## config.mk

```make
export PLATFORM = sky130hd
export DESIGN_NAME = hog_svm_classifier_flat
export DESIGN_NICKNAME = d
export VERILOG_FILES = /design/src/rtl/hog_svm_classifier_if.sv /design/src/rtl/hog_svm_classifier.sv /design/src/flat_wrapper.sv
export SDC_FILE = /design/constraint.sdc
export NUM_CORES = 1
export LEC_CHECK = 0
export BUFFER_PORTS_ARGS = -buffer_cell sky130_fd_sc_hd__buf_2
export CELL_PAD_IN_SITES_DETAIL_PLACEMENT = 0
export CELL_PAD_IN_SITES_GLOBAL_PLACEMENT = 1
export CORE_MARGIN = 4
export CORE_UTILIZATION = 47
export CTS_CLUSTER_SIZE = 12
export DETAILED_ROUTE_END_ITERATION = 6
export PLACE_DENSITY_LB_ADDON = 0.3
export SLEW_MARGIN = 20
export SYNTH_ARGS = -nofsm -noshare
export SYNTH_HDL_FRONTEND = slang
export SYNTH_SLANG_ARGS = --single-unit
```

## constraint.sdc

```tcl
create_clock -name clk -period 6.19 [get_ports clk]
set_input_delay 0.3095 -clock clk [delete_from_list [all_inputs] [get_ports clk]]
set_output_delay 0.3095 -clock clk [all_outputs]
set_load 0.005 [all_outputs]
```

## src/rtl/hog_svm_classifier_if.sv

```systemverilog
// Bus bundle between the HOG feature stream, the weight ROM and the
// linear-SVM classifier. The classifier uses the slave modport; whatever
// feeds features, answers ROM reads and consumes scores uses master.
interface hog_svm_classifier_if #(
    parameter int FEA_I = 4,
    parameter int FEA_F = 8,
    parameter int WGT_W = 12,
    parameter int N_FEA = 3780,
    parameter int ACC_W = 40
);
    localparam int FEA_W  = FEA_I + FEA_F;
    localparam int ADDR_W = (N_FEA > 1) ? $clog2(N_FEA) : 1;

    logic              i_valid;
    logic [FEA_W-1:0]  i_fea;
    logic              i_clr;
    logic [ACC_W-1:0]  i_bias;
    logic [ADDR_W-1:0] o_raddr;
    logic              o_rd;
    logic [WGT_W-1:0]  i_wgt;
    logic [ACC_W-1:0]  o_score;
    logic              o_det;
    logic              o_valid;

    modport slave (
        input  i_valid, i_fea, i_clr, i_bias, i_wgt,
        output o_raddr, o_rd, o_score, o_det, o_valid
    );

    modport master (
        output i_valid, i_fea, i_clr, i_bias, i_wgt,
        input  o_raddr, o_rd, o_score, o_det, o_valid
    );
endinterface

```

## src/rtl/hog_svm_classifier.sv

```systemverilog
// Linear-SVM classifier stage behind the HOG feature extractor.
// Each feature is multiplied by its weight from an external 1-cycle
// synchronous ROM, the products are summed over one detection window,
// the bias is added and a signed score plus detect flag are emitted.
// Pipeline: S0 registers the feature, S1 forms the product with the ROM
// data, S2 accumulates (or produces the score on the window's last feature).
// Optional feature: define HOG_SVM_SAT_EN to saturate the accumulator and
// the final score addition instead of wrapping at ACC_W bits.
module hog_svm_classifier #(
    parameter int FEA_I = 4,
    parameter int FEA_F = 8,
    parameter int WGT_W = 12,
    parameter int N_FEA = 3780,
    parameter int ACC_W = 40
) (
    input  logic                     clk,
    input  logic                     rst,
    hog_svm_classifier_if.slave      bus
);
    localparam int FEA_W  = FEA_I + FEA_F;
    localparam int ADDR_W = (N_FEA > 1) ? $clog2(N_FEA) : 1;
    localparam int PROD_W = FEA_W + 1 + WGT_W;
    localparam logic [ADDR_W-1:0] LAST_IDX = ADDR_W'(N_FEA - 1);

    logic [ADDR_W-1:0]        idx_q, idx_d;
    logic                     s0_valid_q, s0_valid_d;
    logic                     s0_last_q, s0_last_d;
    logic [FEA_W-1:0]         s0_fea_q, s0_fea_d;
    logic                     s1_valid_q, s1_valid_d;
    logic                     s1_last_q, s1_last_d;
    logic signed [PROD_W-1:0] s1_prod_q, s1_prod_d;
    logic signed [ACC_W-1:0]  acc_q, acc_d;
    logic signed [ACC_W-1:0]  score_q, score_d;
    logic                     det_q, det_d;
    logic                     valid_q, valid_d;

    logic signed [PROD_W-1:0] fea_ext;
    logic signed [PROD_W-1:0] wgt_ext;
    logic signed [ACC_W-1:0]  bias_s;
    logic signed [ACC_W-1:0]  acc_sum;
    logic signed [ACC_W-1:0]  final_sum;

    assign bias_s      = bus.i_bias;
    assign bus.o_raddr = idx_q;
    assign bus.o_rd    = bus.i_valid;
    assign bus.o_score = score_q;
    assign bus.o_det   = det_q;
    assign bus.o_valid = valid_q;

`ifdef HOG_SVM_SAT_EN
    // Three addends of at most max(ACC_W, PROD_W) bits never overflow this width.
    localparam int EXT_W = ((ACC_W > PROD_W) ? ACC_W : PROD_W) + 2;

    logic signed [EXT_W-1:0] acc_sum_ext;
    logic signed [EXT_W-1:0] final_sum_ext;

    function automatic logic signed [ACC_W-1:0] sat_acc(input logic signed [EXT_W-1:0] v);
        logic signed [ACC_W-1:0] r;
        if (v[EXT_W-1:ACC_W-1] == {(EXT_W-ACC_W+1){v[EXT_W-1]}}) begin
            r = v[ACC_W-1:0];
        end else if (v[EXT_W-1]) begin
            r = {1'b1, {(ACC_W-1){1'b0}}};
        end else begin
            r = {1'b0, {(ACC_W-1){1'b1}}};
        end
        return r;
    endfunction

    // Accumulate and score in a wider width, then clamp to the signed ACC_W range.
    always_comb begin
        acc_sum_ext   = EXT_W'(acc_q) + EXT_W'(s1_prod_q);
        final_sum_ext = acc_sum_ext + EXT_W'(bias_s);
        acc_sum       = sat_acc(acc_sum_ext);
        final_sum     = sat_acc(final_sum_ext);
    end
`else
    // Plain two's-complement accumulate and score, wrapping at ACC_W bits.
    always_comb begin
        acc_sum   = acc_q + ACC_W'(s1_prod_q);
        final_sum = acc_sum + bias_s;
    end
`endif

    // Feature index, S0 capture and S1 signed product (feature zero-extended).
    always_comb begin
        idx_d = idx_q;
        if (bus.i_clr) begin
            idx_d = '0;
        end else if (bus.i_valid) begin
            idx_d = (idx_q == LAST_IDX) ? '0 : idx_q + ADDR_W'(1);
        end

        s0_valid_d = bus.i_valid && !bus.i_clr;
        s0_last_d  = (idx_q == LAST_IDX);
        s0_fea_d   = bus.i_fea;

        fea_ext    = PROD_W'({1'b0, s0_fea_q});
        wgt_ext    = PROD_W'($signed(bus.i_wgt));
        s1_valid_d = s0_valid_q && !bus.i_clr;
        s1_last_d  = s0_last_q;
        s1_prod_d  = fea_ext * wgt_ext;
    end

    // S2: accumulate, or on the last feature publish the score and restart from zero.
    always_comb begin
        acc_d   = acc_q;
        score_d = score_q;
        det_d   = det_q;
        valid_d = 1'b0;
        if (bus.i_clr) begin
            acc_d = '0;
        end else if (s1_valid_q) begin
            if (s1_last_q) begin
                score_d = final_sum;
                det_d   = !final_sum[ACC_W-1] && (final_sum != '0);
                valid_d = 1'b1;
                acc_d   = '0;
            end else begin
                acc_d = acc_sum;
            end
        end
    end

    // Pipeline and output registers; an asynchronous reset drops any partial window.
    always_ff @(posedge clk or negedge rst) begin
        if (!rst) begin
            idx_q      <= '0;
            s0_valid_q <= 1'b0;
            s0_last_q  <= 1'b0;
            s0_fea_q   <= '0;
            s1_valid_q <= 1'b0;
            s1_last_q  <= 1'b0;
            s1_prod_q  <= '0;
            acc_q      <= '0;
            score_q    <= '0;
            det_q      <= 1'b0;
            valid_q    <= 1'b0;
        end else begin
            idx_q      <= idx_d;
            s0_valid_q <= s0_valid_d;
            s0_last_q  <= s0_last_d;
            s0_fea_q   <= s0_fea_d;
            s1_valid_q <= s1_valid_d;
            s1_last_q  <= s1_last_d;
            s1_prod_q  <= s1_prod_d;
            acc_q      <= acc_d;
            score_q    <= score_d;
            det_q      <= det_d;
            valid_q    <= valid_d;
        end
    end
endmodule
```

## src/flat_wrapper.sv

```systemverilog
// flat-port wrapper written by rule: the top's interface ports become plain ports
module hog_svm_classifier_flat 
#(
    parameter int FEA_I = 4,
    parameter int FEA_F = 8,
    parameter int WGT_W = 12,
    parameter int N_FEA = 3780,
    parameter int ACC_W = 40
)
  (clk, rst, bus_i_valid, bus_i_fea, bus_i_clr, bus_i_bias, bus_i_wgt, bus_o_raddr, bus_o_rd, bus_o_score, bus_o_det, bus_o_valid);
  hog_svm_classifier_if #(.FEA_I(FEA_I), .FEA_F(FEA_F), .WGT_W(WGT_W), .N_FEA(N_FEA), .ACC_W(ACC_W)) bus_i ();
  input  logic clk;
  input  logic rst;
  input wire logic [$bits(bus_i.i_valid)-1:0] bus_i_valid;
  input wire logic [$bits(bus_i.i_fea)-1:0] bus_i_fea;
  input wire logic [$bits(bus_i.i_clr)-1:0] bus_i_clr;
  input wire logic [$bits(bus_i.i_bias)-1:0] bus_i_bias;
  input wire logic [$bits(bus_i.i_wgt)-1:0] bus_i_wgt;
  output wire logic [$bits(bus_i.o_raddr)-1:0] bus_o_raddr;
  output wire logic [$bits(bus_i.o_rd)-1:0] bus_o_rd;
  output wire logic [$bits(bus_i.o_score)-1:0] bus_o_score;
  output wire logic [$bits(bus_i.o_det)-1:0] bus_o_det;
  output wire logic [$bits(bus_i.o_valid)-1:0] bus_o_valid;
  assign bus_i.i_valid = bus_i_valid;
  assign bus_i.i_fea = bus_i_fea;
  assign bus_i.i_clr = bus_i_clr;
  assign bus_i.i_bias = bus_i_bias;
  assign bus_i.i_wgt = bus_i_wgt;
  assign bus_o_raddr = bus_i.o_raddr;
  assign bus_o_rd = bus_i.o_rd;
  assign bus_o_score = bus_i.o_score;
  assign bus_o_det = bus_i.o_det;
  assign bus_o_valid = bus_i.o_valid;
  hog_svm_classifier #(.FEA_I(FEA_I), .FEA_F(FEA_F), .WGT_W(WGT_W), .N_FEA(N_FEA), .ACC_W(ACC_W)) u_core (.clk(clk), .rst(rst), .bus(bus_i));
endmodule
```

Word-level counts from Yosys, hierarchy flattened

Cells that the tools add are included.

Eq/ne operators: 1
Multipliers: 1
Reduce and logical (&&, ||, !) cells: 9
Bitwise gates (word level): 1
Add/sub/neg operators: 3
Multiplexer cells: 9

Operator list:

| cell                                                            | number |
|---|---|
| 40-bit two-way mux                                              | 3 |
| 40-bit by 25-bit adder with 40-bit output                       | 1 |
| 40-bit adder                                                    | 1 |
| 40-bit nonzero test                                             | 1 |
| 12-bit two-way mux                                              | 3 |
| 13-bit by 12-bit multiplier with 25-bit output                  | 1 |
| 12-bit by 1-bit adder with 12-bit output, second input constant | 1 |
| 12-bit == test, second input constant                           | 1 |
| 2-bit nonzero test                                              | 2 |
| 1-bit logical AND                                               | 3 |
| 1-bit two-way mux                                               | 3 |
| 3-bit AND reduction                                             | 1 |
| 1-bit logical NOT                                               | 2 |
| 1-bit inverter                                                  | 1 |

Output and inout port bits: 55
Word-level logic and storage cells: 35
Bits in registers: 135
Input bits: 68

Depth between registers and ports, before layout

Depth after elaboration: 4
Mapped depth: 26
Mapped depth without buffers: 25

Worst setup path after synthesis

No wires, ideal clock.

Path type: reg-to-reg
Start: register u_core.s0_fea_q[7]
End: register u_core.s1_prod_q[23]
Data arrival time: 5.480 ns
Slack: 0.630 ns
Required time: 6.110 ns
Setup time: 0.080 ns
Clock period less this slack: 5.560 ns
Cell stages (with the launch flop): 23
Buffers on the path: 1
Cells stage by stage: dfrtp_1 -> clkbuf_1 -> nand2_1 -> fa_1 -> inv_1 -> ha_1 -> inv_1 -> fa_1 -> fa_1 -> fa_1 -> inv_1 -> ha_1 -> nor2b_1 -> o21ai_0 -> a21boi_0 -> o21ai_1 -> a21oi_1 -> o21a_1 -> o31a_1 -> o41a_1 -> a41o_1 -> o41ai_1 -> xnor2_1

Word-level cells in the longest chain between the ends: 1

RTL lines:

| item                                           | RTL line                  | text |
|---|---|---|
| start, declared                                | hog_svm_classifier.sv:28  | `logic [FEA_W-1:0] s0_fea_q, s0_fea_d;` |
| start signal, assigned                         | hog_svm_classifier.sv:130 | `s0_fea_q <= '0;` |
| start signal, assigned                         | hog_svm_classifier.sv:142 | `s0_fea_q <= s0_fea_d;` |
| 13-bit by 12-bit multiplier with 25-bit output | hog_svm_classifier.sv:101 | `s1_prod_d = fea_ext * wgt_ext;` |
| via u_core.s1_prod_d[23]                       | hog_svm_classifier.sv:31  | `logic signed [PROD_W-1:0] s1_prod_q, s1_prod_d;` |
| end signal, assigned                           | hog_svm_classifier.sv:145 | `s1_prod_q <= s1_prod_d;` |
| end, declared                                  | hog_svm_classifier.sv:31  |  |

The timed path passes the listed nets, and every way through them passes these cells.
A chain may end at the register's enable or synchronous reset.

Worst setup path in the final report

Start: register u_core.acc_q[0]
End: register u_core.det_q, in the netlist u_core.bus.o_det

Word-level cells in the longest chain between the ends: 4
Elaborated cells on any way between the ends: 5
Classes of those cells: 2 x add/sub; 3 x reduce/logical

RTL lines:

| item                                                     | RTL line                  | text |
|---|---|---|
| start, declared                                          | hog_svm_classifier.sv:32  | `logic signed [ACC_W-1:0] acc_q, acc_d;` |
| start signal, assigned                                   | hog_svm_classifier.sv:134 | `acc_q <= '0;` |
| start signal, assigned                                   | hog_svm_classifier.sv:146 | `acc_q <= acc_d;` |
| 40-bit by 25-bit adder with 40-bit output *              | hog_svm_classifier.sv:79  | `acc_sum = acc_q + ACC_W'(s1_prod_q);` |
| 40-bit adder *                                           | hog_svm_classifier.sv:80  | `final_sum = acc_sum + bias_s;` |
| 40-bit nonzero test or 1-bit logical NOT (tied branches) | hog_svm_classifier.sv:115 | `det_d = !final_sum[ACC_W-1] && (final_sum != '0);` |
| 1-bit logical AND *                                      | hog_svm_classifier.sv:115 |  |
| end signal, assigned                                     | hog_svm_classifier.sv:148 | `det_q <= det_d;` |
| end, declared                                            | hog_svm_classifier.sv:34  | `logic det_q, det_d;` |

Every way passes the cells marked *; elsewhere a longest branch is shown, timed or not.

==> impl_metrics.csv <==
group,metric,value,unit
status,run_status,"finished clean",
power,p_int,3.285,mW
critical_path,reg2reg_to,"u_core.bus.o_det",
critical_path,critical_path_class,"flop to flop",
critical_path,cp.arrival,6.09,ns
logic_synthesis,yosys_warnings,0,
critical_path,cp-startpoint,"u_core.acc_q[0]",
timing,finalMaxSlewViolations,0,
place,io_buffers,122,
global_routing,grt_max_degree,75,
power,power_switching,3.000,mW
cts,cts_setup_buffers,0,
min_path,min_to,"u_core.s1_valid_q",
global_routing,grt_pass1_vias,11720,
power,p_seq_share,17.1,%
logic_synthesis,synthFlopType,"dfrtp_1",
layout,final_area,15630,um2
logic_synthesis,synth_fp_nets,1920,
global_routing,antenna_found_initial,0,
global_routing,track_usage,21.64,%
power,pwr-share-clk,15.8,%
cts,cts_sinks,135,
logic_synthesis,synthDistinctLibCells,77,
layout,nNetsFinal,2022,
critical_path,cp.required,6.49,ns
floorplanning,fp.dieW,180.5,um
place,dp_hpwl,27620,um
timing,fmax,172.7,MHz
timing,tightest_slew,0.8278,ns
layout,area_growth,11.74,%
min_path,hold_path.class,"primary input to flop",
floorplanning,initial_core_util,48.21,%
routing,routed_wl,34960,um
layout,layout_common_cells,"nand2_1 (220), ha_1 (163), inv_1 (159)",
floorplanning,die-area,32580,um2
critical_path,reg2reg_setup_slack,0.40,ns
logic_synthesis,synth_edf_count,0,
cts,numCtsBuffers,17,
cts,root_buffer,"clkbuf_16",
critical_path,cp-start-kind,"flop",
timing,final_hold_viol_count,0,
cts,cts-htree-levels,4,
routing,drt_iter0_drc,651,
layout,antenna_cells,0,
min_path,worstHoldPathCells,2,
timing,clock_skew,0.01170,ns
routing,antenna_left,0,
logic_synthesis,synth_top_area_share,24.15,%
timing,finalCriticalPeriod,5.790,ns
logic_synthesis,syn_inst,1586,
cts,clk_pin_slew,0.06,ns
cts,cts_buffer_depth,2,
power,combPwrFrac,67.1,%
floorplanning,rows,62,
floorplanning,core,29010,um2
place,dpl_cell_area,14940,um2
power,p_sw_share,47.73,%
timing,slew_headroom,44.81,%
logic_synthesis,ys_seq_area_share,24.15,%
floorplanning,ios,123,
min_path,min_from,"bus_i_clr",
routing,drcViolationCount,0,
cts,clk_latency,0.43,ns
timing,setup_viol,0,
layout,final_common_cell,"nand2_1",
routing,vias,11450,
critical_path,path_max_fanout,9,
critical_path,cp-end-kind,"flop",
timing,rsz0062_at_grt,"false",
run,maxCapViolCount,0,
routing,post_drt_wl_per_cell,16.77,um
logic_synthesis,synth_top_area_cell,"dfrtp_1",
timing,finalSetupTns,0,ns
logic_synthesis,synth_area,13990,um2
power,ir_worst_vdd,0.2411,mV
logic_synthesis,synth.avg_cell_area,8.818,um2
global_routing,grt-ovfl-total,0,
floorplanning,die_y,180.5,um
critical_path,reg2reg_depth,25,
logic_synthesis,yosys-top-cells-area,"dfrtp_1 (24%), fa_1 (15%), ha_1 (15%), nand2_1 (5.9%), inv_1 (4.3%)",
layout,drive_gt1_share,10.88,%
cts,cts_tree,"built",
routing,viasPerCell,5.489,
place,place.gp.congestion,0.8890,
logic_synthesis,async_reset_ff_share,100.0,%
critical_path,r2r-start,"u_core.acc_q[0]",
power,p_per_area,402.2,nW/um2
global_routing,grt_first_pass_wirelength,58590,um
timing,fin_crit_sh,93.53,%
routing,drtPass1Iterations,6,
power,leakagePower,8.037,nW
logic_synthesis,synth-seq-cells,135,
==> synth_stat cells (14+ instances only) <==
| master | count |
|---|---|
| fa_1 | 103 |
| nor3_1 | 17 |
| inv_1 | 159 |
| a22o_1 | 36 |
| clkbuf_1 | 61 |
| a21oi_1 | 78 |
| nor2_1 | 76 |
| xor2_1 | 31 |
| and3_1 | 18 |
| nand2b_1 | 18 |
| a31oi_1 | 19 |
| nand3_1 | 28 |
| nand2_1 | 220 |
| and2_1 | 48 |
| o21ai_0 | 97 |
| or3_1 | 14 |
| nand4_1 | 22 |
| ha_1 | 163 |
| xnor2_1 | 54 |
| dfrtp_1 | 135 |
| a21o_1 | 41 |
==> worst max path at each step <==
stage	endpoint	slack [ns]	cells after the start
2_1_floorplan	u_core.s1_prod_q[23]	0.63	22
3_3_place_gp	u_core.s1_prod_q[23]	0.40	21
3_5_place_dp	u_core.s1_prod_q[23]	0.33	21
4_1_cts	u_core.s1_prod_q[23]	0.30	21
5_1_grt	u_core.s1_prod_q[23]	0.01	21
6_report	u_core.bus.o_det	0.40	25
==> area by class of cell <==
type / instances / area [um2]
inverters: 160 / 600.6
well taps: 384 / 480.5
clock inverters: 13 / 123.9
flip-flops and latches: 135 / 3381
multi-input cells: 1227 / 9772
clock buffers: 19 / 432.9
repair buffers: 147 / 837.1
fillers: 2752 / 13390
==> cells by family after synthesis <==
group                      count (synthesis)  synth area share [%]
muxes                                      1               0.07157
DFF                                      135                 24.15
adders and majority gates                266                 29.33
buffers and inverters                    224                 6.039
xor gates and xnor gates                  85                 5.323
and+or+nand+nor                          499                 16.96
AOI/OAI and AO/OA                        376                 18.13
==> metrics by stage <==
step | hold slack [ns] | setup WS (ns) | utilization, % | instances | total power [mW]
after CTS | 0.1452 | 0.3026 | 53.85 | 2085 | 6.323
after floorplan | 0.01391 | 0.6297 | - | 1586 | 4.324
after global placement | 0.3333 | 0.3979 | 51.48 | 2040 | 5.245
after global routing | 0.1709 | 0.009760 | 53.86 | 2085 | 6.943
final | 0.1592 | 0.4003 | 53.86 | 2085 | 6.286
after detailed placement | 0.3356 | 0.3301 | 51.48 | 2040 | 5.284
==> timing repair <==
| item | CTS | global route |
|---|---|---|
| endpoints found under the hold margin | 81 | 0 |
| hold buffers | 13 | 0 |
| setup endpoints to repair | 0 | 2 |
| resized for setup | 0 | 3 |
==> layer usage <==
layer,track usage [%],part of all wire (%)
met4,6.382,2.4
met3,3.573,4.4
met5,0,0
met1,28.90,45
met2,36.38,48
==> power groups by stage <==
stage	Combinational [mW]	Sequential (mW)	Clock, mW
6_report	4.22	1.07	0.992
5_1_grt	4.81	1.08	1.05
4_1_cts	4.23	1.07	1.01
3_5_place_dp	4.19	1.09	0
3_3_place_gp	4.15	1.09	0
2_1_floorplan	3.26	1.06	0
==> flip-flops by register name (all words and copies together), names as in the netlist <==
signal	cells
u_core.s0_valid_q	1
u_core.s1_prod_q	25
u_core.s0_last_q	1
u_core.s1_valid_q	1
u_core.bus.o_det	1
u_core.s0_fea_q	12
u_core.s1_last_q	1
u_core.bus.o_raddr	12
u_core.acc_q	40
u_core.bus.o_score	40
u_core.bus.o_valid	1
==> critical path, stage by stage, from the launching register on <==
cell and delay, ns:
dfrtp_1 0.38, ha_1 0.22, inv_1 0.07, fa_1 0.25
nor2b_4 0.05, o21ai_2 0.12, a21oi_1 0.10, o21a_1 0.20
o21a_4 0.22, o311ai_4 0.37, a21oi_2 0.13, o311a_4 0.41
o41a_1 0.44, a21oi_1 0.23, ha_1 0.39, nand2_1 0.16
o21ai_0 0.11, a21o_1 0.21, a211o_1 0.29, o211ai_1 0.12
o211ai_1 0.14, xnor2_1 0.23, and4_1 0.22, nand4b_1 0.13
nor4b_1 0.33, a32oi_1 0.14
(Power assumes the default switching activity.)
